$ cat src/rtl/huffman_pkg.sv
// Shared definitions for the Huffman encoder back end.
// Holds the table geometry, the symbol encodings, the packer state type and a bit-count helper.
package huffman_pkg;

  localparam int NSYM = 6;
  localparam int CW   = 8;

  localparam logic [7:0] A1 = 8'd1;
  localparam logic [7:0] A2 = 8'd2;
  localparam logic [7:0] A3 = 8'd3;
  localparam logic [7:0] A4 = 8'd4;
  localparam logic [7:0] A5 = 8'd5;
  localparam logic [7:0] A6 = 8'd6;

  typedef enum logic [1:0] {
    IDLE  = 2'd0,
    RUN   = 2'd1,
    FLUSH = 2'd2
  } pk_state_e;

  // Number of set bits in a byte; masks are contiguous, so this is the code length.
  function automatic logic [3:0] popcount8(input logic [7:0] v);
    logic [3:0] c;
    c = '0;
    for (int i = 0; i < 8; i++) begin
      c = c + {3'b000, v[i]};
    end
    return c;
  endfunction

endpackage

$ cat src/rtl/huffman_code_table.sv
// Six-entry code table: captures masked codes and their lengths on load,
// and looks up code/length for the current symbol combinationally.
module huffman_code_table
  import huffman_pkg::*;
(
  input  logic                     clk,
  input  logic                     reset,
  input  logic                     load_i,
  input  logic [NSYM-1:0][CW-1:0]  hc_i,
  input  logic [NSYM-1:0][CW-1:0]  m_i,
  input  logic [7:0]               sym_i,
  output logic [CW-1:0]            code_o,
  output logic [3:0]               len_o,
  output logic                     illegal_o
);

  logic [CW-1:0] code_q [NSYM];
  logic [3:0]    len_q  [NSYM];

  // Table registers; codes are stored pre-masked so bits above len are always zero.
  always_ff @(posedge clk or posedge reset) begin
    if (reset) begin
      for (int i = 0; i < NSYM; i++) begin
        code_q[i] <= '0;
        len_q[i]  <= '0;
      end
    end else if (load_i) begin
      for (int i = 0; i < NSYM; i++) begin
        code_q[i] <= hc_i[i] & m_i[i];
        len_q[i]  <= popcount8(m_i[i]);
      end
    end
  end

  // Symbol lookup; anything outside A1..A6 is flagged and yields an empty code.
  always_comb begin
    code_o    = '0;
    len_o     = '0;
    illegal_o = 1'b1;
    for (int i = 0; i < NSYM; i++) begin
      if (sym_i == A1 + 8'(i)) begin
        code_o    = code_q[i];
        len_o     = len_q[i];
        illegal_o = 1'b0;
      end
    end
  end

endmodule

$ cat src/rtl/huffman_packer.sv
// Huffman packer: maps symbols to variable-length codes, packs them MSB-first
// into bytes over a valid/ready output, and pads the tail byte on flush.
module huffman_packer
  import huffman_pkg::*;
(
  input  logic          clk,
  input  logic          reset,
  input  logic          code_valid,
  input  logic [CW-1:0] HC1,
  input  logic [CW-1:0] HC2,
  input  logic [CW-1:0] HC3,
  input  logic [CW-1:0] HC4,
  input  logic [CW-1:0] HC5,
  input  logic [CW-1:0] HC6,
  input  logic [CW-1:0] M1,
  input  logic [CW-1:0] M2,
  input  logic [CW-1:0] M3,
  input  logic [CW-1:0] M4,
  input  logic [CW-1:0] M5,
  input  logic [CW-1:0] M6,
  input  logic          sym_valid,
  input  logic [7:0]    sym_data,
  output logic          sym_ready,
  input  logic          flush,
  output logic          out_valid,
  output logic [7:0]    out_data,
  input  logic          out_ready,
  output logic          flush_done,
  output logic          sym_err,
  output logic [15:0]   total_bits
);

  pk_state_e     state_q;
  logic [15:0]   acc_q, acc_sh, acc_d;
  logic [4:0]    fill_q, fill_sh, fill_d, fill_pad;
  logic [15:0]   total_q;
  logic          flush_done_q, sym_err_q;
  logic          load, pop, accept, add;
  logic [CW-1:0] code;
  logic [3:0]    len;
  logic          illegal;
  logic [16:0]   total_sum;

  assign load = code_valid && (state_q != FLUSH);

  huffman_code_table u_table (
    .clk       (clk),
    .reset     (reset),
    .load_i    (load),
    .hc_i      ({HC6, HC5, HC4, HC3, HC2, HC1}),
    .m_i       ({M6, M5, M4, M3, M2, M1}),
    .sym_i     (sym_data),
    .code_o    (code),
    .len_o     (len),
    .illegal_o (illegal)
  );

  assign sym_ready  = (state_q == RUN) && (fill_q <= 5'd8);
  assign out_valid  = (fill_q >= 5'd8);
  assign out_data   = acc_q[15:8];
  assign flush_done = flush_done_q;
  assign sym_err    = sym_err_q;
  assign total_bits = total_q;

  // Next accumulator: drain the top byte first, then place the new code below the remaining bits.
  always_comb begin
    pop     = out_valid && out_ready;
    accept  = sym_valid && sym_ready;
    add     = accept && !illegal && (len != 4'd0);
    acc_sh  = pop ? {acc_q[7:0], 8'h00} : acc_q;
    fill_sh = pop ? (fill_q - 5'd8) : fill_q;
    acc_d   = acc_sh;
    fill_d  = fill_sh;
    if (add) begin
      acc_d  = acc_sh | ({8'h00, code} << (5'd16 - fill_sh - {1'b0, len}));
      fill_d = fill_sh + {1'b0, len};
    end
    // A partial byte is rounded up to a full one; the low bits are already zero.
    fill_pad  = ((fill_d != 5'd0) && (fill_d < 5'd8)) ? 5'd8 : fill_d;
    total_sum = {1'b0, total_q} + 17'(len);
  end

  // Control FSM, accumulator, bit counter and status pulses.
  always_ff @(posedge clk or posedge reset) begin
    if (reset) begin
      state_q      <= IDLE;
      acc_q        <= '0;
      fill_q       <= '0;
      total_q      <= '0;
      flush_done_q <= 1'b0;
      sym_err_q    <= 1'b0;
    end else begin
      flush_done_q <= 1'b0;
      sym_err_q    <= accept && illegal;
      acc_q        <= acc_d;
      fill_q       <= fill_d;
      if (add) begin
        total_q <= total_sum[16] ? 16'hFFFF : total_sum[15:0];
      end
      case (state_q)
        IDLE: begin
          if (code_valid) begin
            state_q <= RUN;
          end else if (flush) begin
            flush_done_q <= 1'b1;
          end
        end
        RUN: begin
          if (flush) begin
            if (fill_d == 5'd0) begin
              flush_done_q <= 1'b1;
            end else begin
              fill_q  <= fill_pad;
              state_q <= FLUSH;
            end
          end
        end
        FLUSH: begin
          fill_q <= fill_pad;
          if (fill_pad == 5'd0) begin
            flush_done_q <= 1'b1;
            state_q      <= RUN;
          end
        end
        default: state_q <= IDLE;
      endcase
      if (load) begin
        total_q <= '0;
      end
    end
  end

endmodule

$ cat config.mk
export PLATFORM = sky130hd
export DESIGN_NAME = huffman_packer
export DESIGN_NICKNAME = d
export VERILOG_FILES = /design/src/rtl/huffman_pkg.sv /design/src/rtl/huffman_code_table.sv /design/src/rtl/huffman_packer.sv
export SDC_FILE = /design/constraint.sdc
export NUM_CORES = 1
export LEC_CHECK = 0
export BUFFER_PORTS_ARGS = -buffer_cell sky130_fd_sc_hd__buf_2
export CAP_MARGIN = 20
export CORE_ASPECT_RATIO = 1.5
export CORE_UTILIZATION = 45
export DETAILED_ROUTE_END_ITERATION = 8
export PLACE_DENSITY = 0.65
export SLEW_MARGIN = 20
export SYNTH_ARGS = -nofsm -noshare
export SYNTH_HDL_FRONTEND = slang
export SYNTH_SLANG_ARGS = --single-unit
$ cat constraint.sdc
create_clock -name clk -period 5.56 [get_ports clk]
set_clock_uncertainty 0.05 [all_clocks]
set_input_delay 0.834 -clock clk [delete_from_list [all_inputs] [get_ports clk]]
set_output_delay 0.834 -clock clk [all_outputs]
set_load 0.01 [all_outputs]
==> results of run 1 <==
[report_power, final]
part | total [mW] | internal [mW] | switching [mW] | leakage [nW]
combinational | 0.858 | 0.336 | 0.521 | 2.82
clock | 1.22 | 0.828 | 0.389 | 0.312
sequential | 1.09 | 0.973 | 0.116 | 1.50
[routing by layer]
metal  GRT usage [%]  vias to the layer above  wire length, um  share of wire (%)
met3            4.32                       48              804                4.1
met4            10.3                        0              680                3.4
met1            28.1                     3189             7710                 39
li1                -                     3216                -                  -
met2            42.6                      198            10500                 53
met5               0                        -                0                  0
[cell families (layout without fill, tap and decap cells)]
group	count (synthesis)	in the layout	share of synthesized area, %
DFF	113	113	37.3
AOI/OAI and AO/OA	167	167	14.8
adders and majority gates	65	65	13.4
muxes	36	36	4.98
and+or+nand+nor	336	336	20.2
xor gates and xnor gates	15	15	1.73
buffers and inverters	141	265	7.65
[per-stage QoR]
step	setup slack, ns	power [mW]	std cells
after floorplan	1.59	1.68	873
after global placement	0.859	1.94	1172
after detailed placement	0.752	1.96	1172
after CTS	1.17	3.19	1203
after global routing	0.679	3.35	1203
final	1.11	3.16	1203
[layout make-up]
type	count	area (um^2)
fillers	1549	7330
repair buffers	142	723
clock inverters	9	179
flip-flops and latches	113	2830
multi-input cells	619	4190
well taps	206	258
inverters	92	348
clock buffers	22	474
[worst min-delay path: cells and delay by family, from the launching register on]
kind             cells  cell delay, ns
AND/OR/NAND/NOR      2            0.10
flip-flops           1            0.34
[cell usage after synthesis, drive strengths merged, types with 14 or more instances]
cell | instances | area share (%)
a21oi | 36 | 2.4
buf | 22 | 1.8
clkbuf | 27 | 1.3
dfrtp | 113 | 37
fa | 27 | 7.1
ha | 38 | 6.3
inv | 90 | 4.5
mux2 | 14 | 2.1
mux2i | 22 | 2.9
nand2 | 176 | 8.7
nand3 | 63 | 4.2
nor2 | 30 | 1.5
nor3 | 21 | 1.5
o21ai | 45 | 3.0
[registers in the layout, indices dropped and copies added (netlist names)]
| signal | count |
|---|---|
| sym_err | 1 |
| fill_q | 5 |
| acc_q | 16 |
| u_table.code_q | 48 |
| flush_done | 1 |
| state_q | 2 |
| total_bits | 16 |
| u_table.len_q | 24 |
[path summary, 6_finish.rpt]
kind	endpoint	startpoint	slack, ns	depth (start not counted)
setup / recovery	acc_q[14]	sym_data[1]	1.11	12
setup reg to reg	acc_q[14]	u_table.len_q[22]	1.80	11
hold / removal	u_table.code_q[16]	u_table.code_q[16]	0.41	2
min in group asynchronous	u_table.code_q[11]	reset	0.51	2
max in group asynchronous	u_table.len_q[8]	reset	3.77	3
hold reg to reg	u_table.code_q[16]	u_table.code_q[16]	0.41	2
==> results.yml, run 1 <==
synthesis:
  syn-num-nets: 1048
  ys.flop_type: "dfrtp_1"
  syn_inst: 873
  ys_seq_area_share_pct: 37.3
  synth_edf_count: 0
  netlist_area_um2: 7590
  async_reset_ff_share_pct: 100
  ys_ff_latch: 113
  ys_types: 69
  syn_avg_cell_area_um2: 8.69
  yosys_warnings: 0
finish:
  final_common_cell: "nand2_1"
  final_area_um2: 9000
  area_growth_pct: 18.6
  final_cell_mix: "nand2_1 (175), buf_2 (137), dfrtp_1 (113)"
  drive_gt1_share_pct: 19.6
  final_nets: 1160
  diodes: 0
  postLayoutCoreUtil_pct: 55.1
routing:
  drt-vias-per-instance: 5.53
  ant_nets: 0
  drc_errors: 0
  wl_um: 19700
  drtIter0Drc: 309
  wire_per_inst_um: 16.4
  drtPass1Iterations: 5
  num_vias: 6651
setup_path:
  crit_fanout: 27
  critPathBufInv: 3
  cp_top_family: "adder cells"
  cp_cell_sequence: "buf_2 -> nor2b_1 -> a22o_1 -> a32oi_1 -> nor2_1 -> inv_1 -> ha_1 -> fa_1 -> clkinv_1 -> a21o_1 -> mux2_2 -> o211ai_1"
  worstPathRequired_ns: 5.84
  slowest_delay_ns: 0.83
  start_kind: "primary input"
  cp.arrival_ns: 4.74
  path_class: "in2reg"
  critPathCaptureType: "flop"
  cpMaxStageDelayCell: "fa_1"
global_route:
  grt_pass1_vias: 6535
  grt_max_degree: 85
  grt.total_usage_pct: 24.1
  antenna_found_initial: 0
  grt_first_pass_wirelength_um: 32300
  globalRouteOverflowTotal: 0
timing:
  period_share_pct: 80.1
  drv_slew: 0
  worst_pin_slew_ns: 0.815
  tns_ns: 0
  rsz0062_at_grt: "false"
  post-route-min-period_ns: 4.45
  slew_headroom_pct: 45.6
  fmax_mhz: 224
  setup_viol: 0
  hold_ws_ns: 0.412
  hold_viol: 0
die:
  die_w_um: 108
  dieArea_um2: 17400
  die_h_um: 161
  num_rows: 57
  core_um2: 16300
  ios: 138
  floorplan.initialDensity_pct: 46.5
clock_tree:
  htreeDepth: 4
  cts_max_path_buffers: 2
  cts.sinks: 113
  root_buffer: "clkbuf_16"
  post_cts_resized: 0
  hold_buffers: 0
  postCtsSetupBuffers: 0
  clk_pin_slew_ns: 0.06
  cts_made_buffers: 17
  cts_tree: "built"
  clock_latency_ns: 0.42
power_and_ir_drop:
  power.leakage_nw: 4.63
  power_density_nw_per_um2: 352
  ir_drop_mv: 0.179
hold_path:
  hold_class: "reg2reg"
place:
  gp_congestion: 0.908
  io_buffer_count: 137
  hpwlAfterDp_um: 15200
  postPlaceCellArea_um2: 8350
outcome:
  status: "finished clean"
job:
  maxCapViolations: 0
Power figures use the tool's default switching activity.
==> run 2: changes to the inputs <==
==> constraint.sdc (replaced) <==
create_clock -name clk -period 4.59 [get_ports clk]
set_clock_uncertainty 0.05 [all_clocks]
set_input_delay 0.6885 -clock clk [delete_from_list [all_inputs] [get_ports clk]]
set_output_delay 0.6885 -clock clk [all_outputs]
set_load 0.01 [all_outputs]
==> run 2 against run 1 <==
  * Worst hold slack got worse by 0.14 ns
  * Utilization increased by 0.20 points
  * Setup slack got worse by 0.42 ns
  * Sequential share of layout area decreased by 0.11 points
  * Highest routed layer unchanged
==> results.yml, run 2 (synthesis results as in run 1) <==
outcome:
  status: "finished clean"
clock_tree:
  htreeDepth: 4
  hold_buffers: 0
  post_cts_resized: 0
  cts_max_path_buffers: 2
  cts_tree: "built"
  clock_latency_ns: 0.41
  cts_made_buffers: 17
  clk_pin_slew_ns: 0.05
  root_buffer: "clkbuf_16"
  postCtsSetupBuffers: 0
  cts.sinks: 113
global_route:
  grt_max_degree: 88
  grt_first_pass_wirelength_um: 32800
  grt_pass1_vias: 6748
  globalRouteOverflowTotal: 0
  antenna_found_initial: 0
  grt.total_usage_pct: 24.4
power_and_ir_drop:
  power.leakage_nw: 4.66
  p_switching_mw: 1.23
  p_sw_share_pct: 33.3
  p_int_mw: 2.48
  comb_power_share_pct: 28.4
  power_mw: 3.71
  power_density_nw_per_um2: 411
  p_seq_share_pct: 35.4
  clkPwrFrac_pct: 36.3
  ir_drop_mv: 0.187
setup_path:
  start_kind: "primary input"
  critPathCaptureType: "flop"
  crit_fanout: 10
  worstPathRequired_ns: 4.83
  cp.arrival_ns: 4.14
  path_class: "in2reg"
routing:
  wl_um: 19800
  num_vias: 6654
  wire_per_inst_um: 16.3
  drtIter0Drc: 402
  ant_nets: 0
  drc_errors: 0
  drtPass1Iterations: 5
  drt-vias-per-instance: 5.48
finish:
  largest_reg_flops: 48
  diodes: 0
  final_nets: 1172
  area_growth_pct: 19.0
  final_common_cell: "nand2_1"
  final_cell_mix: "nand2_1 (175), buf_2 (137), dfrtp_1 (113)"
  reg.largest.list: "u_table.code_q: 48 flops, u_table.len_q: 24 flops"
  drive_gt1_share_pct: 20.5
  max_flop_register: "u_table.code_q"
die:
  floorplan.initialDensity_pct: 46.5
  die_w_um: 108
  num_rows: 57
  die_h_um: 161
  dieArea_um2: 17400
  core_um2: 16300
  ios: 138
timing:
  slew_headroom_pct: 41.1
  tns_ns: 0
  hold_ws_ns: 0.273
  hold_viol: 0
  fmax_mhz: 256
  rsz0062_at_grt: "false"
  setup_viol: 0
  worst_slack_ns: 0.685
  post-route-min-period_ns: 3.90
  drv_slew: 0
  worst_pin_slew_ns: 0.883
  period_share_pct: 85.1
place:
  io_buffer_count: 137
  pre_cts_ws_ns: 0.328
  gp_congestion: 0.932
  hpwlAfterDp_um: 15200
hold_path:
  hold_class: "in2async"
job:
  maxCapViolations: 0
-- run 2: cell count changes in the layout (fill, tap and decap cells not counted), sizes merged --
cell	delta
clkinv	+1
clkinvlp	+2
clkbuf	-1
bufinv	-2
buf	+12
-- run 2: final timing paths --
| check | startpoint | depth (start not counted) | slack (ns) | end |
|---|---|---|---|---|
| hold reg to reg | u_table.code_q[29] | 2 | 0.41 | u_table.code_q[29] |
| min in group clk | u_table.code_q[29] | 2 | 0.41 | u_table.code_q[29] |
| setup reg to reg | fill_q[1] | 10 | 0.97 | acc_q[2] |
| max in group asynchronous | reset | 3 | 3.33 | u_table.len_q[18] |
| hold / removal | reset | 2 | 0.27 | acc_q[4] |
| setup / recovery | sym_data[4] | 14 | 0.69 | acc_q[2] |
-- run 2: cell type report --
class | count | area [um^2]
well taps | 206 | 258
inverters | 92 | 348
repair buffers | 154 | 813
fillers | 1552 | 7300
clock inverters | 10 | 135
flip-flops and latches | 113 | 2830
clock buffers | 21 | 460
multi-input cells | 619 | 4190
-- run 2: routing by layer --
| metal | track usage, % | vias to the layer above | wire, um |
|---|---|---|---|
| met5 | 0 | - | 0 |
| met2 | 42.8 | 175 | 10500 |
| met1 | 28.4 | 3215 | 7780 |
| li1 | - | 3223 | - |
| met4 | 12.2 | 0 | 716 |
| met3 | 3.87 | 41 | 757 |
-- run 2: per-stage QoR --
step	std cells	util [%]	cell area [um^2]
after floorplan	873	-	7590
after global placement	1184	51.7	8440
after detailed placement	1184	51.7	8440
after CTS	1215	55.3	9030
after global routing	1215	55.3	9030
final	1215	55.3	9030
-- run 2: power groups by stage --
stage | Clock [mW] | Combinational [mW] | Sequential (mW)
2_1_floorplan | 0 | 0.768 | 1.27
3_3_place_gp | 0 | 1.04 | 1.32
3_5_place_dp | 0 | 1.06 | 1.33
4_1_cts | 1.36 | 1.07 | 1.31
5_1_grt | 1.40 | 1.21 | 1.33
6_report | 1.35 | 1.05 | 1.31
-- run 2: worst max-delay path, cell delays in order --
cell	delay (ns)
buf_2	0.11
or4_1	0.68
a311oi_2	0.35
o211ai_2	0.18
inv_1	0.19
ha_1	0.17
inv_1	0.07
ha_1	0.28
a21o_1	0.18
a21oi_1	0.18
xnor2_1	0.10
xnor2_1	0.30
nand3_2	0.26
o41ai_1	0.40
